`config.mk`:
```
export PLATFORM = sky130hd
export DESIGN_NAME = dpc_mac_controller_flat
export DESIGN_NICKNAME = d
export VERILOG_FILES = /design/src/rtl/dpc_pkg.sv /design/src/rtl/dpc_mac_controller_if.sv /design/src/rtl/dpc_sync_edge.sv /design/src/rtl/dpc_mac_controller.sv /design/src/flat_wrapper.sv
export SDC_FILE = /design/constraint.sdc
export NUM_CORES = 1
export LEC_CHECK = 0
export ABC_AREA = 1
export CORE_MARGIN = 4
export CORE_UTILIZATION = 53
export CTS_CLUSTER_SIZE = 24
export DETAILED_ROUTE_END_ITERATION = 7
export PLACE_DENSITY = 0.77
export SLEW_MARGIN = 5
export SYNTH_ARGS = -nofsm -noshare
export SYNTH_HDL_FRONTEND = slang
export SYNTH_HIERARCHICAL = 1
export SYNTH_SLANG_ARGS = --single-unit
```
`constraint.sdc`:
```
create_clock -name clk -period 2.9 [get_ports clk]
set_input_delay 0.87 -clock clk [delete_from_list [all_inputs] [get_ports clk]]
set_output_delay 0.87 -clock clk [all_outputs]
set_load 0.03 [all_outputs]
```
`src/rtl/dpc_pkg.sv`:
```
// rtl/dpc_pkg.sv - shared sizes, FSM states and display encodings for the DPC sequencer
package dpc_pkg;
    localparam int N     = 4;
    localparam int DW    = 8;
    localparam int IW    = 2;
    localparam int RES_W = 16;
    localparam int ACC_W = 2 * DW + IW;

    typedef enum logic [2:0] {
        S_IDLE,
        S_RD_A,
        S_RD_B,
        S_CLR,
        S_MAC,
        S_HOLD
    } state_t;

    typedef enum logic [1:0] {
        DISP_BLANK = 2'd0,
        DISP_A     = 2'd1,
        DISP_B     = 2'd2,
        DISP_RES   = 2'd3
    } disp_sel_t;

    function automatic logic [RES_W-1:0] zext_elem(input logic [DW-1:0] v);
        return {{(RES_W - DW){1'b0}}, v};
    endfunction
endpackage

```
`src/rtl/dpc_mac_controller_if.sv`:
```
// rtl/dpc_mac_controller_if.sv - register-file and multiplier bus between sequencer and datapath
interface dpc_mac_controller_if;
    import dpc_pkg::*;

    logic [IW-1:0]   mem_addr;
    logic [DW-1:0]   mem_wdata;
    logic            mem_we_a;
    logic            mem_we_b;
    logic [DW-1:0]   mem_rdata_a;
    logic [DW-1:0]   mem_rdata_b;
    logic [DW-1:0]   mul_a;
    logic [DW-1:0]   mul_b;
    logic [2*DW-1:0] mul_p;

    modport master (
        output mem_addr, mem_wdata, mem_we_a, mem_we_b, mul_a, mul_b,
        input  mem_rdata_a, mem_rdata_b, mul_p
    );

    modport slave (
        input  mem_addr, mem_wdata, mem_we_a, mem_we_b, mul_a, mul_b,
        output mem_rdata_a, mem_rdata_b, mul_p
    );
endinterface

```
`src/rtl/dpc_sync_edge.sv`:
```
// rtl/dpc_sync_edge.sv - 2-FF synchroniser with a rising-edge pulse on the AND of all its lines
module dpc_sync_edge #(
    parameter int W = 1
) (
    input  logic         clk,
    input  logic         rst,
    input  logic [W-1:0] i_d,
    output logic [W-1:0] o_q,
    output logic         o_rise
);
    logic [W-1:0] r_meta;
    logic [W-1:0] r_sync;
    logic [W-1:0] r_prev;

    always_ff @(posedge clk or posedge rst) begin
        if (rst) begin
            r_meta <= '0;
            r_sync <= '0;
            r_prev <= '0;
        end else begin
            r_meta <= i_d;
            r_sync <= r_meta;
            r_prev <= r_sync;
        end
    end

    // Multi-line instances report the moment all lines become high together
    assign o_q    = r_sync;
    assign o_rise = (&r_sync) & ~(&r_prev);
endmodule

```
`src/rtl/dpc_mac_controller.sv`:
```
// rtl/dpc_mac_controller.sv - switch-driven sequencer: element writes, element reads and N-cycle dot product
module dpc_mac_controller
    import dpc_pkg::*;
(
    input  logic                    clk,
    input  logic                    btnC,
    input  logic [DW-1:0]           sw_data,
    input  logic [IW-1:0]           sw_idx,
    input  logic                    we_a,
    input  logic                    we_b,
    input  logic                    re_a,
    input  logic                    re_b,
    dpc_mac_controller_if.master    mem,
    output logic [1:0]              disp_sel,
    output logic [RES_W-1:0]        disp_val,
    output logic                    ovf,
    output logic                    busy,
    output logic                    done
);
    logic [DW-1:0] w_data;
    logic [IW-1:0] w_idx;
    logic          w_we_a;
    logic          w_we_b;
    logic          w_we_a_rise;
    logic          w_we_b_rise;
    logic [1:0]    w_re;
    logic          w_rd_rise;
    logic          w_data_rise_unused;
    logic          w_idx_rise_unused;

    dpc_sync_edge #(.W(DW)) u_sync_data (.clk(clk), .rst(btnC), .i_d(sw_data), .o_q(w_data), .o_rise(w_data_rise_unused));
    dpc_sync_edge #(.W(IW)) u_sync_idx  (.clk(clk), .rst(btnC), .i_d(sw_idx),  .o_q(w_idx),  .o_rise(w_idx_rise_unused));
    dpc_sync_edge #(.W(1))  u_sync_we_a (.clk(clk), .rst(btnC), .i_d(we_a),    .o_q(w_we_a), .o_rise(w_we_a_rise));
    dpc_sync_edge #(.W(1))  u_sync_we_b (.clk(clk), .rst(btnC), .i_d(we_b),    .o_q(w_we_b), .o_rise(w_we_b_rise));
    dpc_sync_edge #(.W(2))  u_sync_re   (.clk(clk), .rst(btnC), .i_d({re_b, re_a}), .o_q(w_re), .o_rise(w_rd_rise));

    state_t           r_state;
    logic [IW-1:0]    r_k;
    logic [ACC_W-1:0] r_acc;
    logic [RES_W-1:0] r_result;
    logic             r_ovf;
    logic             r_busy;
    logic             r_done;
    logic             r_we_a;
    logic             r_we_b;
    logic [IW-1:0]    r_waddr;
    logic [DW-1:0]    r_wdata;
    disp_sel_t        r_disp_sel;
    logic [RES_W-1:0] r_disp_val;

    logic             w_mac;
    logic             w_rd_both;
    logic [ACC_W-1:0] w_acc_next;

    assign w_mac      = (r_state == S_MAC);
    assign w_rd_both  = &w_re;
    assign w_acc_next = r_acc + {{(ACC_W - 2 * DW){1'b0}}, mem.mul_p};

    // Address is shared: MAC walks k, a pending strobe owns its captured index, otherwise track the switches
    assign mem.mem_addr  = w_mac ? r_k : ((r_we_a | r_we_b) ? r_waddr : w_idx);
    assign mem.mem_wdata = r_wdata;
    assign mem.mem_we_a  = r_we_a;
    assign mem.mem_we_b  = r_we_b;
    assign mem.mul_a     = w_mac ? mem.mem_rdata_a : '0;
    assign mem.mul_b     = w_mac ? mem.mem_rdata_b : '0;

    assign disp_sel = r_disp_sel;
    assign disp_val = r_disp_val;
    assign ovf      = r_ovf;
    assign busy     = r_busy;
    assign done     = r_done;

    always_ff @(posedge clk or posedge btnC) begin
        if (btnC) begin
            r_state    <= S_IDLE;
            r_k        <= '0;
            r_acc      <= '0;
            r_result   <= '0;
            r_ovf      <= 1'b0;
            r_busy     <= 1'b0;
            r_done     <= 1'b0;
            r_we_a     <= 1'b0;
            r_we_b     <= 1'b0;
            r_waddr    <= '0;
            r_wdata    <= '0;
            r_disp_sel <= DISP_BLANK;
            r_disp_val <= '0;
        end else begin
            r_we_a <= 1'b0;
            r_we_b <= 1'b0;
            r_done <= 1'b0;
            case (r_state)
                S_IDLE, S_RD_A, S_RD_B: begin
                    if (w_we_a_rise | w_we_b_rise) begin
                        r_we_a  <= w_we_a_rise;
                        r_we_b  <= w_we_b_rise;
                        r_waddr <= w_idx;
                        r_wdata <= w_data;
                    end
                    if (w_rd_rise) begin
                        r_state    <= S_CLR;
                        r_busy     <= 1'b1;
                        r_disp_sel <= DISP_RES;
                        r_disp_val <= r_result;
                    end else if (w_re[0] & ~w_re[1]) begin
                        r_state    <= S_RD_A;
                        r_disp_sel <= DISP_A;
                        r_disp_val <= zext_elem(mem.mem_rdata_a);
                    end else if (~w_re[0] & w_re[1]) begin
                        r_state    <= S_RD_B;
                        r_disp_sel <= DISP_B;
                        r_disp_val <= zext_elem(mem.mem_rdata_b);
                    end else begin
                        r_state    <= S_IDLE;
                        r_disp_sel <= DISP_BLANK;
                        r_disp_val <= '0;
                    end
                end
                S_CLR, S_MAC: begin
                    if (!w_rd_both) begin
                        r_state    <= S_IDLE;
                        r_busy     <= 1'b0;
                        r_disp_sel <= DISP_BLANK;
                        r_disp_val <= '0;
                    end else if (r_state == S_CLR) begin
                        r_acc   <= '0;
                        r_k     <= '0;
                        r_state <= S_MAC;
                    end else begin
                        r_acc <= w_acc_next;
                        r_k   <= r_k + 1'b1;
                        // Last product is folded in directly so done lands N+2 cycles after the edge
                        if (r_k == IW'(N - 1)) begin
                            r_result   <= w_acc_next[RES_W-1:0];
                            r_ovf      <= |w_acc_next[ACC_W-1:RES_W];
                            r_disp_val <= w_acc_next[RES_W-1:0];
                            r_done     <= 1'b1;
                            r_busy     <= 1'b0;
                            r_state    <= S_HOLD;
                        end
                    end
                end
                S_HOLD: begin
                    if (!w_rd_both) begin
                        r_state    <= S_IDLE;
                        r_disp_sel <= DISP_BLANK;
                        r_disp_val <= '0;
                    end
                end
                default: r_state <= S_IDLE;
            endcase
        end
    end

    logic w_sync_level_unused;
    assign w_sync_level_unused = w_we_a ^ w_we_b;
endmodule
```
`src/flat_wrapper.sv`:
```
// flat-port wrapper written by rule: the top's interface ports become plain ports
module dpc_mac_controller_flat import dpc_pkg::*;
  (clk, btnC, sw_data, sw_idx, we_a, we_b, re_a, re_b, disp_sel, disp_val, ovf, busy, done, mem_mem_addr, mem_mem_wdata, mem_mem_we_a, mem_mem_we_b, mem_mul_a, mem_mul_b, mem_mem_rdata_a, mem_mem_rdata_b, mem_mul_p);
  dpc_mac_controller_if mem_i ();
  input  logic clk;
  input  logic btnC;
  input  logic [DW-1:0] sw_data;
  input  logic [IW-1:0] sw_idx;
  input  logic we_a;
  input  logic we_b;
  input  logic re_a;
  input  logic re_b;
  output logic [1:0] disp_sel;
  output logic [RES_W-1:0] disp_val;
  output logic ovf;
  output logic busy;
  output logic done;
  output wire logic [$bits(mem_i.mem_addr)-1:0] mem_mem_addr;
  output wire logic [$bits(mem_i.mem_wdata)-1:0] mem_mem_wdata;
  output wire logic [$bits(mem_i.mem_we_a)-1:0] mem_mem_we_a;
  output wire logic [$bits(mem_i.mem_we_b)-1:0] mem_mem_we_b;
  output wire logic [$bits(mem_i.mul_a)-1:0] mem_mul_a;
  output wire logic [$bits(mem_i.mul_b)-1:0] mem_mul_b;
  input wire logic [$bits(mem_i.mem_rdata_a)-1:0] mem_mem_rdata_a;
  input wire logic [$bits(mem_i.mem_rdata_b)-1:0] mem_mem_rdata_b;
  input wire logic [$bits(mem_i.mul_p)-1:0] mem_mul_p;
  assign mem_mem_addr = mem_i.mem_addr;
  assign mem_mem_wdata = mem_i.mem_wdata;
  assign mem_mem_we_a = mem_i.mem_we_a;
  assign mem_mem_we_b = mem_i.mem_we_b;
  assign mem_mul_a = mem_i.mul_a;
  assign mem_mul_b = mem_i.mul_b;
  assign mem_i.mem_rdata_a = mem_mem_rdata_a;
  assign mem_i.mem_rdata_b = mem_mem_rdata_b;
  assign mem_i.mul_p = mem_mul_p;
  dpc_mac_controller u_core (.clk(clk), .btnC(btnC), .sw_data(sw_data), .sw_idx(sw_idx), .we_a(we_a), .we_b(we_b), .re_a(re_a), .re_b(re_b), .mem(mem_i), .disp_sel(disp_sel), .disp_val(disp_val), .ovf(ovf), .busy(busy), .done(done));
endmodule
```
# --- Yosys cells after proc, flatten, opt, wreduce, memory -nomap -nowiden ---
# Index checks and enable logic that the tools add are counted.
totals:
  ff_bits: 104
  latchBits: 0
  ramBits: 0
  mem_bits_ro: 0
  in_bits: 48
  out_inout_bits: 49
  wordCells: 110
  mem_count: 0
op_classes:
  addsub: 2
  multipliers: 0
  div_mod_pow: 0
  order_cmp: 0
  eq_ne: 12
  shifts: 0
  muxes: 40
  bitwise_logic: 13
  reduce_logical: 17
ops:
  columns: ["op", "n"]
  rows:
  - ["$mux 16", 6]
  - ["$pmux 16 s3", 1]
  - ["$mux 8", 3]
  - ["$add 18x16->18", 1]
  - ["$mux 18", 1]
  - ["$mux 3", 6]
  - ["$mux 2", 8]
  - ["$mux 1", 12]
  - ["$reduce_and 2->1", 5]
  - ["$pmux 3 s3", 1]
  - ["$reduce_and 4->1", 2]
  - ["$eq 3x2->1 const B", 2]
  - ["$eq 3x3->1 const B", 2]
  - ["$ne 2x2->1 const B", 3]
  - ["$ne 3x3->1 const B", 2]
  - ["$not 1->1", 6]
  - ["$reduce_or 3->1", 2]
  - ["$and 1x1->1", 5]
  - ["$reduce_and 5->1", 1]
  - ["$ne 4x4->1 const B", 1]
  - ["$pmux 2 s2", 1]
  - ["$reduce_bool 2->1", 2]
  - ["$reduce_or 2->1", 2]
  - ["$eq 3x1->1 const B", 1]
  - ["7 further kinds", 8]

# --- Longest topological paths before layout ---
# Gate-level depths: netlist of the first run.
depth:
  ltp_word: 6
  depth_mapped: 13
  ltp_nobuf: 13

# --- Cells and area by module ---
# Netlist of the first run, hierarchy kept.
modules_own_cells:
  columns: ["mod", "n_inst", "cells_per_inst", "area_per_inst_um2", "seq_area_each_um2"]
  rows:
  - ["dpc_mac_controller", 1, 582, 4302.9, 1801.7]
  - ["dpc_sync_edge at u_core.u_sync_data", 1, 44, 675.6, 600.6]
  - ["dpc_sync_edge at u_core.u_sync_idx ...", 2, 11, 171.4, 150.1]
  - ["dpc_sync_edge at u_core.u_sync_we_a ...", 2, 6, 88.8, 75.1]

# --- Least setup slack after synthesis of the first run ---
# OpenSTA, ideal clock, no wires.
synth_timing:
  path_type: "register to output"
  startpoint: "register u_core.r_state[1]"
  endpoint: "output port mem_mem_addr[1]"
  arrival_time_ps: 1619
  t_required_ps: 2030
  path_slack_ps: 411
  path_stages_with_launch: 6
  path_buffers: 1
  path_cell_list: "dfrtp_1 -> inv_1 -> nand2_1 -> or2_4 -> clkbuf_1 -> o21ai_0"
synth_via:
  elab_chain_cells: 2
synth_lines:
  columns: ["item", "line", "text"]
  rows:
  - ["from (decl)", "dpc_mac_controller.sv:37", "state_t r_state;"]
  - ["from (signal assigned)", "dpc_mac_controller.sv:75", "r_state <= S_IDLE;"]
  - ["from (signal assigned)", "dpc_mac_controller.sv:101", "r_state <= S_CLR;"]
  - ["from (signal assigned)", "dpc_mac_controller.sv:106", "r_state <= S_RD_A;"]
  - ["$eq 3x3->1", "dpc_mac_controller.sv:55", "assign w_mac = (r_state == S_MAC);"]
  - ["$mux 2", "dpc_mac_controller.sv:60", "assign mem.mem_addr = w_mac ? r_k : ((r_we_a | r_we_b) ? r_waddr : w_idx);"]
  - ["to (decl)", "flat_wrapper.sv:18", "output wire logic [$bits(mem_i.mem_addr)-1:0] mem_mem_addr;"]
# No other way between the ends.

# --- Final worst setup path of the first run ---
layout_timing:
  startpoint: "register u_core.r_state[1]"
  endpoint: "output port mem_mem_addr[0]"
# Same word-level chain as after synthesis.

==> results by group, run 1 <==
Run status
  – Status: finished, final reports clean

Global route
  – Vias in the first global route: 4472
  – First-pass GRT wire length: 21170 um
  – Largest net degree at the start of global routing: 73
  – GR Util All Layers: 0.2337
  – Initial antenna violation count: 0
  – Grt ovf: 0

Critical path
  – CP Launch Point: u_core/r_state[1]
  – Worst Reg-to-Reg Cells: 8
  – Data arrival, critical path: 1.90 ns
  – Worst r2r src: u_core/r_acc[0]
  – Crit-path max cell delay: 0.43 ns
  – Worst Path Required: 2.03 ns
  – Buf/Inv on CP: 2
  – Crit-path leading delay family: buffers and inverters
  – Slowest-stage cell, CP: dlygate4sd2_1
  – CP Launch Type: register
  – CP Max Fanout: 22
  – CP Class: register to output pin
  – Critical Path Stages: 5
  – Worst path cell trace: inv_1 -> nand2_1 -> or2_4 -> a31oi_1 -> dlygate4sd2_1
  – CP endpoint kind: output pin

STA
  – Setup TNS: 0 ns
  – Worst slew pin tran: 0.5731 ns
  – Peak Freq: 361.6 MHz
  – Max Clock Skew: 0.009403 ns
  – Pins over their slew limit: 0
  – # setup viols final: 0
  – Final hold viol count: 0
  – RSZ-0062 raised after global routing: no
  – Final worst-path cycle share: 0.9536
  – Slew margin rel.: 0.6175
  – Hold Slack: 0.3511 ns
  – Fin crit period: 2.765 ns

Synthesis
  – Gate Count Post-Synth: 627
  – Syn. warnings: 6
  – Syn_nets: 693
  – Syn Area/Cell: 8.230 um2
  – Synth Cell Area: 0.005160 mm2

Routing
  – Drt drc: 0
  – WL met1: 5497 um
  – Wire length on met3: 810 um
  – Post-route ant nets: 0
  – Vias: 4494
  – Iteration-0 DRC Markers: 214
  – Pre-antenna DRT Iters: 4
  – Vias per cell: 5.189
  – Met2 WL: 6252 um
  – Total Routed Length: 12780 um
  – Top sig layer: met4
  – Drt wl/cell: 14.76 um

Hold path
  – Worst hold path startpoint: u_core/u_sync_data/r_meta[2]
  – Hold Crit Class: register to register
  – Worst hold path cell count: 0

Placement
  – GPL Wtd Cong: 0.9811
  – Port bufs: 96
  – Dpl hpwl: 9591 um

Clocking
  – CTS resizes: 2
  – Post-CTS Setup Inserts: 0
  – Insertion delay to the later sink of the worst-skew pair: 0.36 ns
  – CTS tree: yes
  – Clk slew on worst S/H paths: 0.10 ns
  – Clock Path Buffers: 2
  – Root Buffer: clkbuf_8
  – Clock sinks: 104
  – H-Tree Depth: 3
  – CTS Buf Count: 9
  – Post-CTS Hold Buffers: 0

Finish
  – Synth-to-layout area growth: 24.56%
  – Commonest non-fill, non-tap cell in the layout: nand2_1
  – Most frequent cells in the layout: nand2_1 (161), dfrtp_1 (104), inv_1 (80)
  – Fin util: 0.6858
  – Layout cell share with drive strength beyond 1: 0.1004
  – Area taken by multi-input logic gates: 0.002130 mm2
  – Fillcell total: 795
  – Nets@finish: 798
  – Sequential cell area: 0.002603 mm2
  – Diode count: 0

Power
  – Maximum vdd drop: 0.0005501 V
  – Leak pwr: 3.240 nW
  – Pwr Density: 652.1 mW/mm2

Floorplan
  – Die area: 0.01138 mm2
  – Initial core utilization: 0.5506
  – Core Rows: 35
  – Die Y: 106.7 um
  – IO Count: 97
  – CORE AREA: 0.009371 mm2
  – Die Wd: 106.7 um

Run
  – Max-cap viol count: 0
==> power breakdown <==
group	leakage [nW]	internal [mW]	switching [mW]	total, mW
clock	0.0914	0.344	0.494	0.838
combinational	1.93	0.611	0.986	1.60
sequential	1.22	1.64	0.118	1.76
total	3.24	2.59	1.60	4.19
==> cell type report <==
cell class              instances  area share
clock buffers                  11     0.02200
clock inverters                 5    0.006424
inverters                      86     0.05022
multi-input cells             422      0.3313
flip-flops and latches        104      0.4049
well taps                     129     0.02511
repair buffers                109      0.1600
==> registers in the layout, indices dropped and copies added, names as in the netlist, 2 cells and up <==
register,count
u_core/disp_sel,2
u_core/disp_val,16
u_core/mem.mem_wdata,8
u_core/r_acc,18
u_core/r_k,2
u_core/r_result,16
u_core/r_state,3
u_core/r_waddr,2
u_core/u_sync_data/o_q,8
u_core/u_sync_data/r_meta,8
u_core/u_sync_idx/o_q,2
u_core/u_sync_idx/r_meta,2
u_core/u_sync_re/o_q,2
u_core/u_sync_re/r_meta,2
u_core/u_sync_re/r_prev,2
==> layer usage <==
layer | up-vias | global-route usage
met5 | - | 0
met2 | 130 | 0.3934
li1 | 2206 | -
met1 | 2137 | 0.2991
met4 | 0 | 0.07671
met3 | 21 | 0.05358
==> worst paths after layout <==
kind	to	slack, ns
max in group asynchronous	u_core/u_sync_data/o_q[6]	1.48
min in group asynchronous	u_core/u_sync_we_b/o_q	0.84
hold reg to reg	u_core/u_sync_data/o_q[2]	0.35
hold / removal	u_core/u_sync_data/o_q[2]	0.35
setup / recovery	mem_mem_addr[0]	0.13
setup reg to reg	u_core/disp_val[12]	0.88
==> through the flow <==
step | std cells | total power [mW] | cell area [um2] | setup WS [ns]
6_report | 866 | 4.191 | 6427 | 0.1347
5_1_grt | 866 | 4.486 | 6427 | 0.04380
3_5_place_dp | 850 | 3.363 | 6247 | -0.03271
4_1_cts | 866 | 4.219 | 6427 | 0.1292
3_3_place_gp | 850 | 3.328 | 6247 | 0.04433
2_1_floorplan | 627 | 2.839 | 5160 | 0.2051
(Power assumes the default switching activity.)
==> run 2: changes to the inputs <==
--- a/config.mk
+++ b/config.mk
@@ -6,7 +6,7 @@
 export NUM_CORES = 1
 export LEC_CHECK = 0
 export ABC_AREA = 1
-export CORE_MARGIN = 4
+export CORE_MARGIN = 2
 export CORE_UTILIZATION = 53
 export CTS_CLUSTER_SIZE = 24
 export DETAILED_ROUTE_END_ITERATION = 7
==> results by group, run 2 (synthesis results as in run 1) <==
Floorplan
  – CORE AREA: 0.009594 mm2
  – Initial core utilization: 0.5378
  – IO Count: 97
  – Die Wd: 102.7 um
  – Core Rows: 36
  – Die Y: 102.7 um
  – Die area: 0.01054 mm2

STA
  – Slew margin rel.: 0.6362
  – RSZ-0062 raised after global routing: no
  – Fin crit period: 2.782 ns
  – Hold Slack: 0.3574 ns
  – Final worst-path cycle share: 0.9594
  – Final hold viol count: 0
  – Pins over their slew limit: 0
  – Setup TNS: 0 ns
  – Peak Freq: 359.4 MHz
  – Max Clock Skew: 0.01078 ns
  – # setup viols final: 0
  – Worst slew pin tran: 0.5451 ns

Critical path
  – Data arrival, critical path: 1.91 ns
  – Worst r2r src: u_core/r_state[1]
  – Worst Path Required: 2.03 ns
  – CP endpoint kind: output pin
  – CP Launch Type: register
  – Reg2reg end: u_core/disp_val[7]
  – CP Max Fanout: 22
  – Worst Reg-to-Reg Cells: 9
  – Reg2Reg Setup Slack: 0.71 ns
  – CP Class: register to output pin

Placement
  – Port bufs: 96
  – Dpl hpwl: 9182 um
  – GPL Wtd Cong: 0.9748

Finish
  – Max FFs per register: 18
  – Nets@finish: 797
  – Synth-to-layout area growth: 25.29%
  – Reg with most FFs: u_core/r_acc
  – Diode count: 0
  – Layout cell share with drive strength beyond 1: 0.1005
  – Commonest non-fill, non-tap cell in the layout: nand2_1
  – Fin util: 0.6738
  – Most frequent cells in the layout: nand2_1 (161), dfrtp_1 (104), inv_1 (80)

Power
  – Maximum vdd drop: 0.0004318 V
  – Sw frac: 0.3769
  – Clock power frac: 0.227
  – NetSw: 1.631 mW
  – Leak pwr: 3.255 nW
  – Sequential share of power: 0.407
  – Pwr Density: 669.2 mW/mm2
  – Internal power: 2.696 mW
  – Comb power frac: 0.366

Run status
  – Status: finished, final reports clean

Clocking
  – Clock sinks: 104
  – Post-CTS Hold Buffers: 0
  – CTS tree: yes
  – Clk slew on worst S/H paths: 0.11 ns
  – CTS Buf Count: 9
  – Insertion delay to the later sink of the worst-skew pair: 0.37 ns
  – Root Buffer: clkbuf_8
  – Clock Path Buffers: 2
  – Post-CTS Setup Inserts: 0
  – CTS resizes: 2
  – H-Tree Depth: 3

Global route
  – Largest net degree at the start of global routing: 73
  – Initial antenna violation count: 0
  – Vias in the first global route: 4420
  – GR Util All Layers: 0.2573
  – First-pass GRT wire length: 20820 um
  – Grt ovf: 0

Routing
  – Vias per cell: 5.165
  – Drt wl/cell: 14.32 um
  – Vias: 4488
  – Iteration-0 DRC Markers: 311
  – Post-route ant nets: 0
  – Pre-antenna DRT Iters: 5
  – Drt drc: 0
  – Total Routed Length: 12450 um

Hold path
  – Hold path endpoint: u_core/u_sync_data/o_q[6]
  – Worst hold path cell count: 0
  – Worst hold path startpoint: u_core/u_sync_data/r_meta[6]
  – Hold Crit Class: register to register

Run
  – Max-cap viol count: 0
[run 2: cell count changes in the layout (fill, tap and decap cells not counted), sizes merged]
cell / change
inv: +2
clkbuf: -1
bufinv: +1
buf: -1
clkinv: -2
[run 2: layout make-up]
cell class	instances	area, um2
inverters	86	322.8
clock inverters	6	85.08
multi-input cells	422	2130
fillers	807	3129
repair buffers	108	1021
flip-flops and latches	104	2603
clock buffers	10	137.6
well taps	133	166.4
[run 2: how the worst max path moves through the flow]
stage / start / endpoint / slack [ns]
2_1_floorplan: btnC / u_core/busy / 0.21
3_3_place_gp: mem_mul_p[0] / u_core/disp_val[12] / 0.05
3_5_place_dp: mem_mul_p[0] / u_core/disp_val[12] / 0.008
4_1_cts: u_core/r_state[1] / mem_mem_addr[1] / 0.11
5_1_grt: u_core/r_state[1] / mem_mem_addr[1] / 0.008
6_report: u_core/r_state[1] / mem_mem_addr[0] / 0.12
[run 2: power by group through the flow]
| stage | Combinational (mW) | Clock (mW) | Sequential (mW) |
|---|---|---|---|
| after CTS | 1.58 | 1.01 | 1.76 |
| after global routing | 1.78 | 1.07 | 1.78 |
| final | 1.58 | 0.984 | 1.76 |
| after floorplan | 0.955 | 0 | 1.88 |
| after detailed placement | 1.57 | 0 | 1.78 |
| after global placement | 1.55 | 0 | 1.78 |
[run 2: per-layer routing]
| layer | wire length [um] | global-route usage | share of wire |
|---|---|---|---|
| met1 | 5653 | 0.3449 | 0.45 |
| met2 | 5937 | 0.4289 | 0.48 |
| met3 | 673 | 0.05153 | 0.054 |
| met4 | 181 | 0.07179 | 0.015 |
| met5 | 0 | 0 | 0 |
[run 2: worst max-delay path, stage by stage, from the launching register on]
cell and delay (ns):
dfrtp_1 0.41, inv_1 0.06, nand2_1 0.06, or2_4 0.34, a31oi_1 0.24, dlygate4sd2_1 0.43
[run 2: stage by stage]
stage / setup WS [ns] / area, um2 / instances / power, mW
after global routing: 0.008474 / 6465 / 869 / 4.639
after floorplan: 0.2051 / 5160 / 627 / 2.839
after detailed placement: 0.008151 / 6245 / 853 / 3.353
after global placement: 0.05435 / 6245 / 853 / 3.326
after CTS: 0.1095 / 6465 / 869 / 4.346
final: 0.1177 / 6465 / 869 / 4.327
==> run 3: changes to the inputs <==
--- a/config.mk
+++ b/config.mk
@@ -10,6 +10,7 @@
 export CORE_UTILIZATION = 53
 export CTS_CLUSTER_SIZE = 24
 export DETAILED_ROUTE_END_ITERATION = 7
+export HOLD_SLACK_MARGIN = 0.08
 export PLACE_DENSITY = 0.77
 export SLEW_MARGIN = 5
 export SYNTH_ARGS = -nofsm -noshare
==> results of run 3 <==
Same layout as run 2: the final DEF is identical, and so are final timing and power.
